File: config.mk
export PLATFORM = sky130hd
export DESIGN_NAME = mu0_control
export DESIGN_NICKNAME = d
export VERILOG_FILES = /design/src/rtl/mu0_pkg.sv /design/src/rtl/mu0_decode.sv /design/src/rtl/mu0_control.sv
export SDC_FILE = /design/constraint.sdc
export NUM_CORES = 1
export LEC_CHECK = 0
export ABC_AREA = 1
export CORE_MARGIN = 3
export CORE_UTILIZATION = 40
export DETAILED_ROUTE_END_ITERATION = 16
export HOLD_SLACK_MARGIN = 0.02
export PLACE_DENSITY = 0.7
export SETUP_SLACK_MARGIN = 0.15
export SLEW_MARGIN = 20
export SYNTH_ARGS = -nofsm -noshare
export SYNTH_HDL_FRONTEND = slang
export SYNTH_SLANG_ARGS = --single-unit
File: constraint.sdc
create_clock -name clk -period 1.7 [get_ports clk]
set_clock_uncertainty 0.2 [all_clocks]
set_input_delay 0.34 -clock clk [delete_from_list [all_inputs] [get_ports clk]]
set_output_delay 0.34 -clock clk [all_outputs]
set_load 0.01 [all_outputs]
File: src/rtl/mu0_pkg.sv
// Shared MU0 controller definitions: state encoding, opcodes, ALU function codes,
// select encodings and the control-vector struct used by mu0_decode and mu0_control.
package mu0_pkg;

  typedef enum logic [1:0] {
    ST_FETCH = 2'd0,
    ST_EXEC  = 2'd1,
    ST_HALT  = 2'd2
  } state_e;

  localparam logic [3:0] OP_LDA = 4'h0;
  localparam logic [3:0] OP_STO = 4'h1;
  localparam logic [3:0] OP_ADD = 4'h2;
  localparam logic [3:0] OP_SUB = 4'h3;
  localparam logic [3:0] OP_JMP = 4'h4;
  localparam logic [3:0] OP_JGE = 4'h5;
  localparam logic [3:0] OP_JNE = 4'h6;
  localparam logic [3:0] OP_STP = 4'h7;

  localparam logic [1:0] FS_B   = 2'b00;
  localparam logic [1:0] FS_ADD = 2'b01;
  localparam logic [1:0] FS_SUB = 2'b10;
  localparam logic [1:0] FS_INC = 2'b11;

  localparam logic ADDR_PC   = 1'b0;
  localparam logic ADDR_IR   = 1'b1;
  localparam logic A_ACC     = 1'b0;
  localparam logic A_PC      = 1'b1;
  localparam logic B_MEM     = 1'b0;
  localparam logic B_IR      = 1'b1;
  localparam logic RNW_READ  = 1'b1;
  localparam logic RNW_WRITE = 1'b0;

  typedef struct packed {
    logic       ir_ce;
    logic       pc_ce;
    logic       acc_ce;
    logic       acc_oe;
    logic       addr_sel;
    logic       alu_a_sel;
    logic       alu_b_sel;
    logic [1:0] alu_fs;
    logic       mem_rq;
    logic       mem_rnw;
  } ctrl_t;

  function automatic ctrl_t ctrl_idle();
    ctrl_t c;
    c           = '0;
    c.mem_rnw   = RNW_READ;
    c.alu_fs    = FS_B;
    return c;
  endfunction

endpackage

File: src/rtl/mu0_decode.sv
// Combinational EXEC-phase decoder: opcode plus accumulator flags to control vector.
module mu0_decode
  import mu0_pkg::*;
(
  input  logic [3:0] ir_opcode,
  input  logic       acc_15,
  input  logic       accz,
  output ctrl_t      ctrl
);

  always_comb begin
    ctrl = ctrl_idle();
    case (ir_opcode)
      OP_LDA: begin
        ctrl.addr_sel  = ADDR_IR;
        ctrl.mem_rq    = 1'b1;
        ctrl.mem_rnw   = RNW_READ;
        ctrl.alu_b_sel = B_MEM;
        ctrl.alu_fs    = FS_B;
        ctrl.acc_ce    = 1'b1;
      end
      OP_STO: begin
        ctrl.addr_sel  = ADDR_IR;
        ctrl.mem_rq    = 1'b1;
        ctrl.mem_rnw   = RNW_WRITE;
        ctrl.acc_oe    = 1'b1;
      end
      OP_ADD, OP_SUB: begin
        ctrl.addr_sel  = ADDR_IR;
        ctrl.mem_rq    = 1'b1;
        ctrl.mem_rnw   = RNW_READ;
        ctrl.alu_a_sel = A_ACC;
        ctrl.alu_b_sel = B_MEM;
        ctrl.alu_fs    = (ir_opcode == OP_ADD) ? FS_ADD : FS_SUB;
        ctrl.acc_ce    = 1'b1;
      end
      OP_JMP, OP_JGE, OP_JNE: begin
        ctrl.alu_b_sel = B_IR;
        ctrl.alu_fs    = FS_B;
        if (ir_opcode == OP_JGE)      ctrl.pc_ce = ~acc_15;
        else if (ir_opcode == OP_JNE) ctrl.pc_ce = ~accz;
        else                          ctrl.pc_ce = 1'b1;
      end
      default: ctrl = ctrl_idle();
    endcase
  end

endmodule

File: src/rtl/mu0_control.sv
// MU0 fetch/execute sequencer with retired-instruction counter.
// Define MU0_WAIT_EN to stall on mem_rq && !mem_rdy; otherwise mem_rdy is ignored.
module mu0_control
  import mu0_pkg::*;
#(
  parameter int unsigned CNT_W = 16
) (
  input  logic             clk,
  input  logic             rst_n,
  input  logic [3:0]       ir_opcode,
  input  logic             acc_15,
  input  logic             accz,
  input  logic             mem_rdy,
  output logic             ir_ce,
  output logic             pc_ce,
  output logic             acc_ce,
  output logic             acc_oe,
  output logic             addr_sel,
  output logic             alu_a_sel,
  output logic             alu_b_sel,
  output logic [1:0]       alu_fs,
  output logic             mem_rq,
  output logic             mem_rnw,
  output logic             exec,
  output logic             halted,
  output logic [CNT_W-1:0] icount
);

  state_e           state_q, state_d;
  logic [CNT_W-1:0] icount_q, icount_d;
  ctrl_t            dec_ctrl;
  ctrl_t            ctrl;
  ctrl_t            out_ctrl;

  mu0_decode u_decode (
    .ir_opcode (ir_opcode),
    .acc_15    (acc_15),
    .accz      (accz),
    .ctrl      (dec_ctrl)
  );

`ifndef MU0_WAIT_EN
  logic unused_mem_rdy;
  assign unused_mem_rdy = mem_rdy;
`endif

  always_comb begin
    ctrl     = ctrl_idle();
    state_d  = state_q;
    icount_d = icount_q;
    case (state_q)
      ST_FETCH: begin
        ctrl.addr_sel  = ADDR_PC;
        ctrl.mem_rq    = 1'b1;
        ctrl.mem_rnw   = RNW_READ;
        ctrl.ir_ce     = 1'b1;
        ctrl.alu_a_sel = A_PC;
        ctrl.alu_fs    = FS_INC;
        ctrl.pc_ce     = 1'b1;
        state_d        = ST_EXEC;
      end
      ST_EXEC: begin
        ctrl     = dec_ctrl;
        state_d  = (ir_opcode == OP_STP) ? ST_HALT : ST_FETCH;
        icount_d = icount_q + CNT_W'(1);
      end
      ST_HALT: state_d = ST_HALT;
      default: state_d = ST_FETCH;
    endcase
`ifdef MU0_WAIT_EN
    // Stall keeps addresses/selects steady and only suppresses state and load enables.
    if (ctrl.mem_rq && !mem_rdy) begin
      state_d     = state_q;
      icount_d    = icount_q;
      ctrl.ir_ce  = 1'b0;
      ctrl.pc_ce  = 1'b0;
      ctrl.acc_ce = 1'b0;
    end
`endif
  end

  always_ff @(posedge clk or negedge rst_n) begin
    if (!rst_n) begin
      state_q  <= ST_FETCH;
      icount_q <= '0;
    end else begin
      state_q  <= state_d;
      icount_q <= icount_d;
    end
  end

  // Reset gates outputs combinationally so no enable escapes in the reset cycle.
  always_comb begin
    out_ctrl = rst_n ? ctrl : ctrl_idle();
  end

  assign ir_ce     = out_ctrl.ir_ce;
  assign pc_ce     = out_ctrl.pc_ce;
  assign acc_ce    = out_ctrl.acc_ce;
  assign acc_oe    = out_ctrl.acc_oe;
  assign addr_sel  = out_ctrl.addr_sel;
  assign alu_a_sel = out_ctrl.alu_a_sel;
  assign alu_b_sel = out_ctrl.alu_b_sel;
  assign alu_fs    = out_ctrl.alu_fs;
  assign mem_rq    = out_ctrl.mem_rq;
  assign mem_rnw   = out_ctrl.mem_rnw;
  assign exec      = rst_n && (state_q == ST_EXEC);
  assign halted    = rst_n && (state_q == ST_HALT);
  assign icount    = icount_q;

endmodule

### Yosys cells after proc, flatten, opt, wreduce, memory -nomap -nowiden

Index checks and enable logic that the tools add are counted.

* output and inout bits: 29
* flip-flop bits (word level): 18
* word-level logic and storage cells: 39
* bits of input ports: 9

* reduce and logical (&&, ||, !) cells: 8
* equality and inequality tests: 9
* $add $sub $neg: 1
* muxes and demuxes: 17
* bitwise gates (word level): 2

Operators by type and width (count)
* $add 16x1->16 const B: 1
* $eq 4x3->1 const B: 4
* $pmux 2 s2: 3
* $mux 11: 1
* $eq 4x2->1 const B: 2
* $pmux 4 s2: 1
* $mux 1: 7
* $mux 2: 3
* $pmux 2 s3: 1
* $pmux 3 s2: 1
* $reduce_or 3->1: 2
* $eq 4x1->1 const B: 1
* $logic_not 4->1: 1
* $reduce_or 4->1: 1
* $eq 2x1->1 const B: 1
* $eq 2x2->1 const B: 1
* $logic_and 1x1->1: 2
* $logic_not 2->1: 1
* $not 1->1: 2
* $reduce_or 2->1: 1

### Depth between registers and ports, before layout

* depth in word-level cells: 6
* depth in mapped cells: 8
* mapped depth without buffers: 8

### Cells and area by module

From an unflattened synthesis, not the netlist that was laid out.

* cells, all modules: 155
* area, all modules: 1126.1 um2

By module, submodules not included
* mu0_control: area each 1013.5 um2, seq. area each 450.4 um2, cells each 133, times used 1
* mu0_decode: area each 112.6 um2, seq. area each 0.0 um2, cells each 22, times used 1

### Worst setup path after synthesis

No wires, ideal clock.

* path type: register to output
* start point: register state_q[1]
* end point: output acc_oe
* data required time: 1.160 ns
* setup slack: -0.030 ns
* path buffers: 0
* stages on the path, launching flop included: 8
* arrival time: 1.190 ns
* cell sequence: dfrtp_1 inv_2 nand2_4 nor2_2 nand2_1 inv_1 nand2_1 inv_1

* longest elaborated chain between the ends: 3

RTL lines
* start, declared: RTL line mu0_control.sv:29 `state_e state_q, state_d;`
* start signal, assigned: RTL line mu0_control.sv:87 `state_q <= state_d;`
* $eq 2x1->1: RTL line mu0_control.sv:51 `case (state_q)`
* $mux 2: RTL line mu0_control.sv:51
* $mux 11: RTL line mu0_control.sv:94 `out_ctrl = rst_n ? ctrl : ctrl_idle();`
* end, declared: RTL line mu0_control.sv:17 `output logic acc_oe,`

No other way between the ends.

### Final worst setup path

* start point: register state_q[1]
* end point: output pc_ce

* longest elaborated chain between the ends: 3
* elaborated cells between the ends (all ways): 4
* those cells by class: 1 x eq/ne; 2 x mux; 1 x reduce/logical

RTL lines
* $eq 2x1->1 / $logic_not 2->1 (equally long branches): RTL line mu0_control.sv:51
* $pmux 2 s2 (*): RTL line mu0_control.sv:51
* $mux 11 (*): RTL line mu0_control.sv:94
* end, declared: RTL line mu0_control.sv:15 `output logic pc_ce,`

Every way passes the cells marked *; elsewhere a longest branch is shown, timed or not.

==> impl_results.md <==
- Worst R2R Path Depth: 9
- Min Tclk post-route: 1.91 ns
- Setup CP Type: reg2out
- Worst Hold Depth: 2
- CTS tree: built
- Placed Area: 1570 µm²
- Seq pwr share: 60.2%
- Row cnt: 18
- Initial Util: 42.9%
- Pin count of the biggest net entering global routing: 19
- Grt peak-use layer: met2
- Pwr Density: 382 nW/µm²
- RSZ-0062 raised after global routing: yes
- First-pass GRT wire length: 5470 µm
- Fin. max-slew vios: 0
- GR Layer Usage met3: 4.45%
- Total track usage: 21.1%
- Pint: 545 µW
- TritonRoute pass-1 iters: 5
- H-tree level count: 1
- TNS Setup: -1.79 ns
- Failing checks: setup timing
- Final WS setup: -0.211 ns
- Normalized max-slew margin: 83.6%
- NetSw: 166 µW
- Chip width: 58.3 µm
- N_diodes: 0
- Netlist Area Pre-Place: 1090 µm²
- MaxCap Viol Count: 0
- Vias per Instance: 4.98
- Combinational share of power: 7.7%
- Area growth syn-to-layout: 70.3%
- DR WL/cell: 13.1 µm
- Worst setup EP type: output port
- Syn Area/Cell: 7.59 µm²
- Clock root buffer: clkbuf_4
- M1 GR Usage: 22.5%
- # DRC: 0
- Worst R2R Setup Slack: 0.07 ns
- Clock sink total: 18
- Initial antenna violation count: 0
- Syn nets: 154
- CTS buffer count: 3
- Layout cells sized above 1: 39.5%
- Sequential area share after synthesis: 41.2%
- Endpoints failing hold: 0
- Routed WL: 3280 µm
- Met2 usage: 37.6%
- Pleak: 0.000991 µW
- Layout filler cell count: 209
- Commonest non-fill, non-tap cell in the layout: buf_4
- Vias in the first global route: 1289
- Core area: 2540 µm²
- Crit path launch type: flop
- Synth Register Bits: 18
- Peak Freq: 0.523 GHz
- Max clock buf depth: 2
- Final nets: 231
- Final Setup Violations: 13
- Antenna Nets Post-Route: 0
- Die area: 3390 µm²
- PortBufs: 36
- Max Fanout on Critical Path: 3
- Most frequent cells in the layout: buf_4, nand2_1, inv_1, nor2_1, dfrtp_1
- WP data arrival: 1.37 ns
- Hpwl dp: 2140 µm
- Number of placed I/O pins: 38
- Die height: 58.3 µm
- GP Congestion: 0.868
- Iter 0 DRT Violations: 55
- Library cells used by synthesis: 24
- Worst Tran Pin Value: 0.247 ns
- Min Hold Slack: 0.393 ns
- Remaining Overflow, GRT: 0
- Post-route cell area: 1860 µm²
- Synth warn: 0
- Reg clk slew, reported paths: 0.10 ns
- Area occupied by multi-input gates: 622 µm²
- Critical Path RT: 1.16 ns
- Clk network pwr share: 32.2%
- Net Sw Frac: 23.3%
- Register area: 453 µm²
- Status: finished with violations
- Post-route clock period utilization: 112%
- Peak supply drop: 0.000392 V
- Hold crit path type: reg2reg
- Synthesized instance count: 144
- Skew-Pair Late Insertion Delay: 0.30 ns
- DR vias: 1244
## cell families after synthesis
family | count (synthesis) | share of synthesized area [%]
AND/OR/NAND/NOR | 82 | 36.0
XOR/XNOR | 9 | 7.22
flip-flops | 18 | 41.2
buffers and inverters | 27 | 10.5
AO/OA/AOI/OAI | 7 | 3.89
adder cells (fa/ha/maj) | 1 | 1.15
## stage by stage
step | util, % | instances | worst slack [ns] | power (µW)
after CTS | 68.1 | 242 | -0.219 | 711
after floorplan | - | 144 | 0.117 | 445
after global routing | 73.1 | 250 | -0.318 | 743
after global placement | 61.5 | 219 | -0.703 | 484
after detailed placement | 61.5 | 219 | -0.768 | 486
final | 73.1 | 250 | -0.211 | 711
## per-layer routing
| layer | vias to the layer above | share of wire (%) |
|---|---|---|
| li1 | 593 | - |
| met4 | 0 | 4.0 |
| met5 | - | 0 |
| met1 | 580 | 38 |
| met2 | 55 | 51 |
| met3 | 16 | 6.2 |
## worst max-delay path, cell delays in order, from the launching register on
cell	delay, ns
dfrtp_2	0.43
inv_2	0.09
nand4_1	0.12
nor2_1	0.11
inv_1	0.06
o22ai_1	0.10
buf_2	0.15
## power by group through the flow
stage / Combinational, µW / Clock (µW) / Sequential [µW]
after floorplan: 8.68 / 0 / 436
after global placement: 47.7 / 0 / 436
after detailed placement: 49.5 / 0 / 436
after CTS: 51.7 / 232 / 428
after global routing: 60.2 / 255 / 428
final: 54.4 / 229 / 428
## Yosys cell counts
cell	count	share of area, %
nor3_1	1	0.46
nor2_4	2	2.1
nand3_1	7	3.2
nor2_8	1	1.8
buf_6	1	1.0
nand2_2	1	0.57
nand2_4	1	1.0
nand2_1	35	12
buf_4	1	0.69
inv_1	23	7.9
inv_2	1	0.34
nand4_1	5	2.9
o21bai_1	2	1.4
nor2_2	3	1.7
o21ai_0	1	0.46
a21oi_1	2	0.92
o22ai_1	2	1.1
dfrtp_1	18	41
xnor2_1	4	3.2
nor2_1	25	8.6
ha_1	1	1.1
nand3_4	1	1.6
xor2_1	5	4.0
inv_4	1	0.57
## state kept, by name (all words and copies together), names as in the netlist
signal,count
icount,16
state_q,2
## what timing repair did
item                                    in CTS  in global routing
gates resized for setup                     86                 36
endpoints found under the hold margin       18                  0
hold buffers                                 1                  0
pin swaps                                    8                  8
endpoints found under the setup margin      32                 36
buffers inserted                            18                  8
## final timing paths
path,startpoint,end
min in group asynchronous,rst_n,icount[3]
hold reg to reg,icount[12],icount[12]
hold / removal,icount[12],icount[12]
setup / recovery,state_q[1],pc_ce
max in group asynchronous,rst_n,state_q[1]
setup reg to reg,state_q[0],icount[14]
## final cells by class
class	count	area share (%)
Timing Repair Buffer	74	33.6
Multi-Input combinational cell	99	33.4
Sequential cell	18	24.3
Inverter	25	5.18
Tap cell	30	2.02
Clock buffer	4	1.41
(Power assumes the default switching activity.)
